===== src/rtl/syncfifo_param.sv =====
// Parametrised single-clock FIFO with occupancy count, almost flags and sticky ovf/udf.
// Define FIFO_FWFT_EN for first-word-fall-through reads; default is a registered 1-cycle read.
module syncfifo_param #(
    parameter int DT_WIDTH   = 8,
    parameter int F_DEPTH    = 16,
    parameter int FADD_WIDTH = $clog2(F_DEPTH),
    parameter int AF_THRESH  = F_DEPTH - 2,
    parameter int AE_THRESH  = 2
) (
    input  logic                  clk,
    input  logic                  rst,
    input  logic                  wrt_en,
    input  logic [DT_WIDTH-1:0]   wrt_dt,
    input  logic                  rd_en,
    input  logic                  clr_err,
    output logic [DT_WIDTH-1:0]   rd_dt,
    output logic                  rd_vld,
    output logic                  f_full,
    output logic                  f_empty,
    output logic                  almost_full,
    output logic                  almost_empty,
    output logic [FADD_WIDTH:0]   count,
    output logic                  ovf,
    output logic                  udf
);

    localparam logic [FADD_WIDTH:0] AF_LVL = (FADD_WIDTH+1)'(AF_THRESH);
    localparam logic [FADD_WIDTH:0] AE_LVL = (FADD_WIDTH+1)'(AE_THRESH);

    logic [DT_WIDTH-1:0] mem [F_DEPTH];
    logic [FADD_WIDTH:0] wp;
    logic [FADD_WIDTH:0] rp;
    logic                wr_acc;
    logic                rd_acc;

    // The MSB is the wrap bit: equal low bits with differing MSBs means a full lap ahead.
    assign f_full  = (wp[FADD_WIDTH] != rp[FADD_WIDTH]) &&
                     (wp[FADD_WIDTH-1:0] == rp[FADD_WIDTH-1:0]);
    assign f_empty = (wp == rp);

    assign wr_acc = wrt_en & ~f_full;
    assign rd_acc = rd_en & ~f_empty;

    assign almost_full  = (count >= AF_LVL);
    assign almost_empty = (count <= AE_LVL);

    // NOTE: storage has no reset; pointers define validity, and a reset-free array maps to RAM.
    always_ff @(posedge clk) begin
        if (wr_acc)
            mem[wp[FADD_WIDTH-1:0]] <= wrt_dt;
    end

    always_ff @(posedge clk or negedge rst) begin
        if (!rst) begin
            wp    <= '0;
            rp    <= '0;
            count <= '0;
        end else begin
            if (wr_acc)
                wp <= wp + 1'b1;
            if (rd_acc)
                rp <= rp + 1'b1;
            case ({wr_acc, rd_acc})
                2'b10:   count <= count + 1'b1;
                2'b01:   count <= count - 1'b1;
                default: count <= count;
            endcase
        end
    end

    // Sticky error flags; a new error in the same cycle as clr_err keeps the flag set.
    always_ff @(posedge clk or negedge rst) begin
        if (!rst) begin
            ovf <= 1'b0;
            udf <= 1'b0;
        end else begin
            ovf <= (ovf & ~clr_err) | (wrt_en & f_full);
            udf <= (udf & ~clr_err) | (rd_en & f_empty);
        end
    end

`ifdef FIFO_FWFT_EN
    assign rd_dt  = mem[rp[FADD_WIDTH-1:0]];
    assign rd_vld = ~f_empty;
`else
    always_ff @(posedge clk or negedge rst) begin
        if (!rst) begin
            rd_dt  <= '0;
            rd_vld <= 1'b0;
        end else begin
            rd_vld <= rd_acc;
            if (rd_acc)
                rd_dt <= mem[rp[FADD_WIDTH-1:0]];
        end
    end
`endif

endmodule

===== config.mk =====
export PLATFORM = sky130hd
export DESIGN_NAME = syncfifo_param
export DESIGN_NICKNAME = d
export VERILOG_FILES = /design/src/rtl/syncfifo_param.sv
export SDC_FILE = /design/constraint.sdc
export NUM_CORES = 1
export LEC_CHECK = 0
export ABC_CLOCK_PERIOD_IN_PS = 3000
export CAP_MARGIN = 20
export CORE_MARGIN = 2
export CORE_UTILIZATION = 37
export DETAILED_ROUTE_END_ITERATION = 10
export SYNTH_ARGS = -nofsm -noshare
export SYNTH_HDL_FRONTEND = slang
export SYNTH_SLANG_ARGS = --single-unit

===== constraint.sdc =====
create_clock -name clk -period 3 [get_ports clk]
set_input_delay 0.3 -clock clk [delete_from_list [all_inputs] [get_ports clk]]
set_output_delay 0.3 -clock clk [all_outputs]
set_load 0.02 [all_outputs]

==> flow_summary.ini <==
[timing]
clock.fmax_mhz = 384
fin_crit_ps = 2600
period_share_pct = 86.7
setup_tns_ps = 0
worst_hold_slack_ps = 214
worst_pin_slew_ps = 939
hold_viol_final = 0
relSlewSlack_pct = 37.3
finalClockSkew_ps = 8.19
slew_violations = 0
grt_setup_unrepaired = no
setup_viol = 0

[worst_setup_path]
arrival_ps = 2900
crit_required_ps = 3300
endpoint_kind = flop
crit_path_start_kind = flop
crit_type = reg2reg
critPathMaxFanout = 9

[yosys]
synthCells = 349
synthArstFlopShare_pct = 16.9
syn_area_sq_um = 6410
syn_avg_cell_area_sq_um = 18.4
synth_area_leader_cell = edfxtp_1
syn-num-nets = 370
synth_edf_count = 128
synthDistinctLibCells = 41
ys_ff_latch = 154
ys_seq_area_share_pct = 70.1
ys_warn_count = 0
synth_top_cell_area_share_pct = 60.0
dominantRegCellSynth = edfxtp_1
synth.area.top_cells = edfxtp_1 (60%), dfrtp_1 (10%), mux4_1 (5.3%), mux4_2 (3.9%), mux2_2 (3.2%)

[cts]
insertion_delay_ps = 420
cts.sinks = 154
htree_levels = 4
cts_tree = built
clockRootBuffer = clkbuf_16
max-clock-path-buffers = 2
cts_resized = 0
numCtsBuffers = 17
hold_buffers = 0
cts_setup_buffers = 0
clkTransAtPathRegs_ps = 60

[floorplanning]
start_util_pct = 37.4
die_w_microns = 136
core-area_sq_um = 17100
io_pins = 33
fp-row-count = 48
die_area_sq_um = 18400
die_h_microns = 136

[power]
power_w = 0.00756
powerDensity_nw_per_um2 = 1000
internal_power_w = 0.00520
pwr-share-comb_pct = 33.8
max-vdd-ir-drop_uv = 456
swShare_pct = 31.3
p_clk_share_pct = 27.7
p_seq_share_pct = 38.5
p_sw_w = 0.00237
leakagePower_nw = 2.67

[route]
drc = 0
met3_length_microns = 861
ant_nets = 0
met2WireLength_mm = 5.97
route.vias.total = 3227
first_iter_violations = 227
routed_wl_mm = 12.8
via_per_inst = 5.15
first_pass_iters = 4
wire_per_inst_microns = 20.4
top_layer = met4
wl_met1_mm = 5.72

[grt]
gr-total-overflow = 0
grt_usage_pct = 15.2
grt_pass1_wl_mm = 19.8
antenna_found_initial = 0
grt_max_degree = 44
grt_pass1_vias = 3296

[layout]
layout_common_cells = edfxtp_1 (128), clkdlybuf4s50_1 (32), dfrtp_1 (25), mux2_2 (18), clkbuf_16 (17)
nNetsFinal = 411
n_antenna_cell = 0
syn_to_final_growth_pct = 18.0
regArea_sq_um = 4500
nFillCells = 1503
multi_input_area_sq_um = 1780
layout_commonest_cell = edfxtp_1
final_cell_area_sq_um = 7560
drive_gt1_share_pct = 17.5
final_cells = 626

[place]
dpl.hpwl_mm = 8.01
dp_cells = 596
numPortBuffers = 32
dpl-instance-area_sq_um = 6980
routabilityCongestion = 0.760

[min_path]
hp-class = in2async

[run_status]
status = complete, no violations

[job]
drv_cap = 0
==> power groups by stage <==
stage | logic (W) | clock network [W] | registers (W)
3_3_place_gp | 0.00256 | 0 | 0.00293
6_report | 0.00256 | 0.00210 | 0.00291
4_1_cts | 0.00259 | 0.00213 | 0.00291
2_1_floorplan | 0.00171 | 0 | 0.00298
3_5_place_dp | 0.00258 | 0 | 0.00296
5_1_grt | 0.00278 | 0.00222 | 0.00295
==> flip-flops by register name (all words and copies together) (netlist names) <==
signal / flops
mem: 128
rd_dt: 8
count: 5
rp: 5
wp: 5
ovf: 1
rd_vld: 1
udf: 1
==> cells in the mapped netlist (7+ instances only) <==
library cell,instances
mux4_2,11
ha_1,8
xnor2_1,13
buf_2,8
dfrtp_1,26
mux4_1,13
nand2b_1,9
clkbuf_1,8
a22o_1,10
a221oi_1,8
inv_1,7
xor2_1,7
mux2i_1,16
edfxtp_1,128
and3_1,14
mux2_2,18
==> cell families after synthesis <==
kind of cell	share of synthesized area, %
flops	70.1
mux	15.0
simple gates	4.18
compound gates	4.32
buf+inv	2.03
xor+xnor	2.73
fa+ha+maj	1.56
==> metal layers <==
metal	track usage (%)	vias up
li1	-	1475
met1	20.9	1642
met4	6.31	0
met2	22.7	98
met3	4.45	12
met5	0	-
==> critical path: stages (launching register included) <==
cell,delay [ps]
dfrtp_1,460
xnor2_1,170
and4_1,220
a21oi_1,210
inv_1,100
ha_1,320
xor2_1,180
ha_1,230
a211o_1,300
nand3_1,80
a21oi_1,80
xor2_1,140
==> layout make-up <==
type                            instances  share of cell area, %
Multi-Input combinational cell        168                   23.6
Sequential cell                       154                   59.4
Clock inverter                         13                   2.05
Clock buffer                           17                   5.63
Timing Repair Buffer                   42                   5.23
Inverter                                7                  0.347
Tap cell                              225                   3.72
==> final timing paths <==
kind	startpoint	end	slack, ps	cells past startpoint
max reg2reg	wp[2]	count[4]	400	11
min reg2reg	ovf	ovf	500	1
max in group asynchronous	rst	count[1]	2170	2
max	wp[2]	count[4]	400	11
min in group clk	ovf	ovf	500	1
min	rst	wp[4]	210	1
==> per-stage QoR <==
step,utilization [%],setup WS [ps]
6_report,44.2,398
5_1_grt,44.2,270
4_1_cts,44.2,398
3_5_place_dp,40.8,365
3_3_place_gp,40.8,435
2_1_floorplan,-,91.5
No activity file was read; power rests on OpenSTA's default activity.
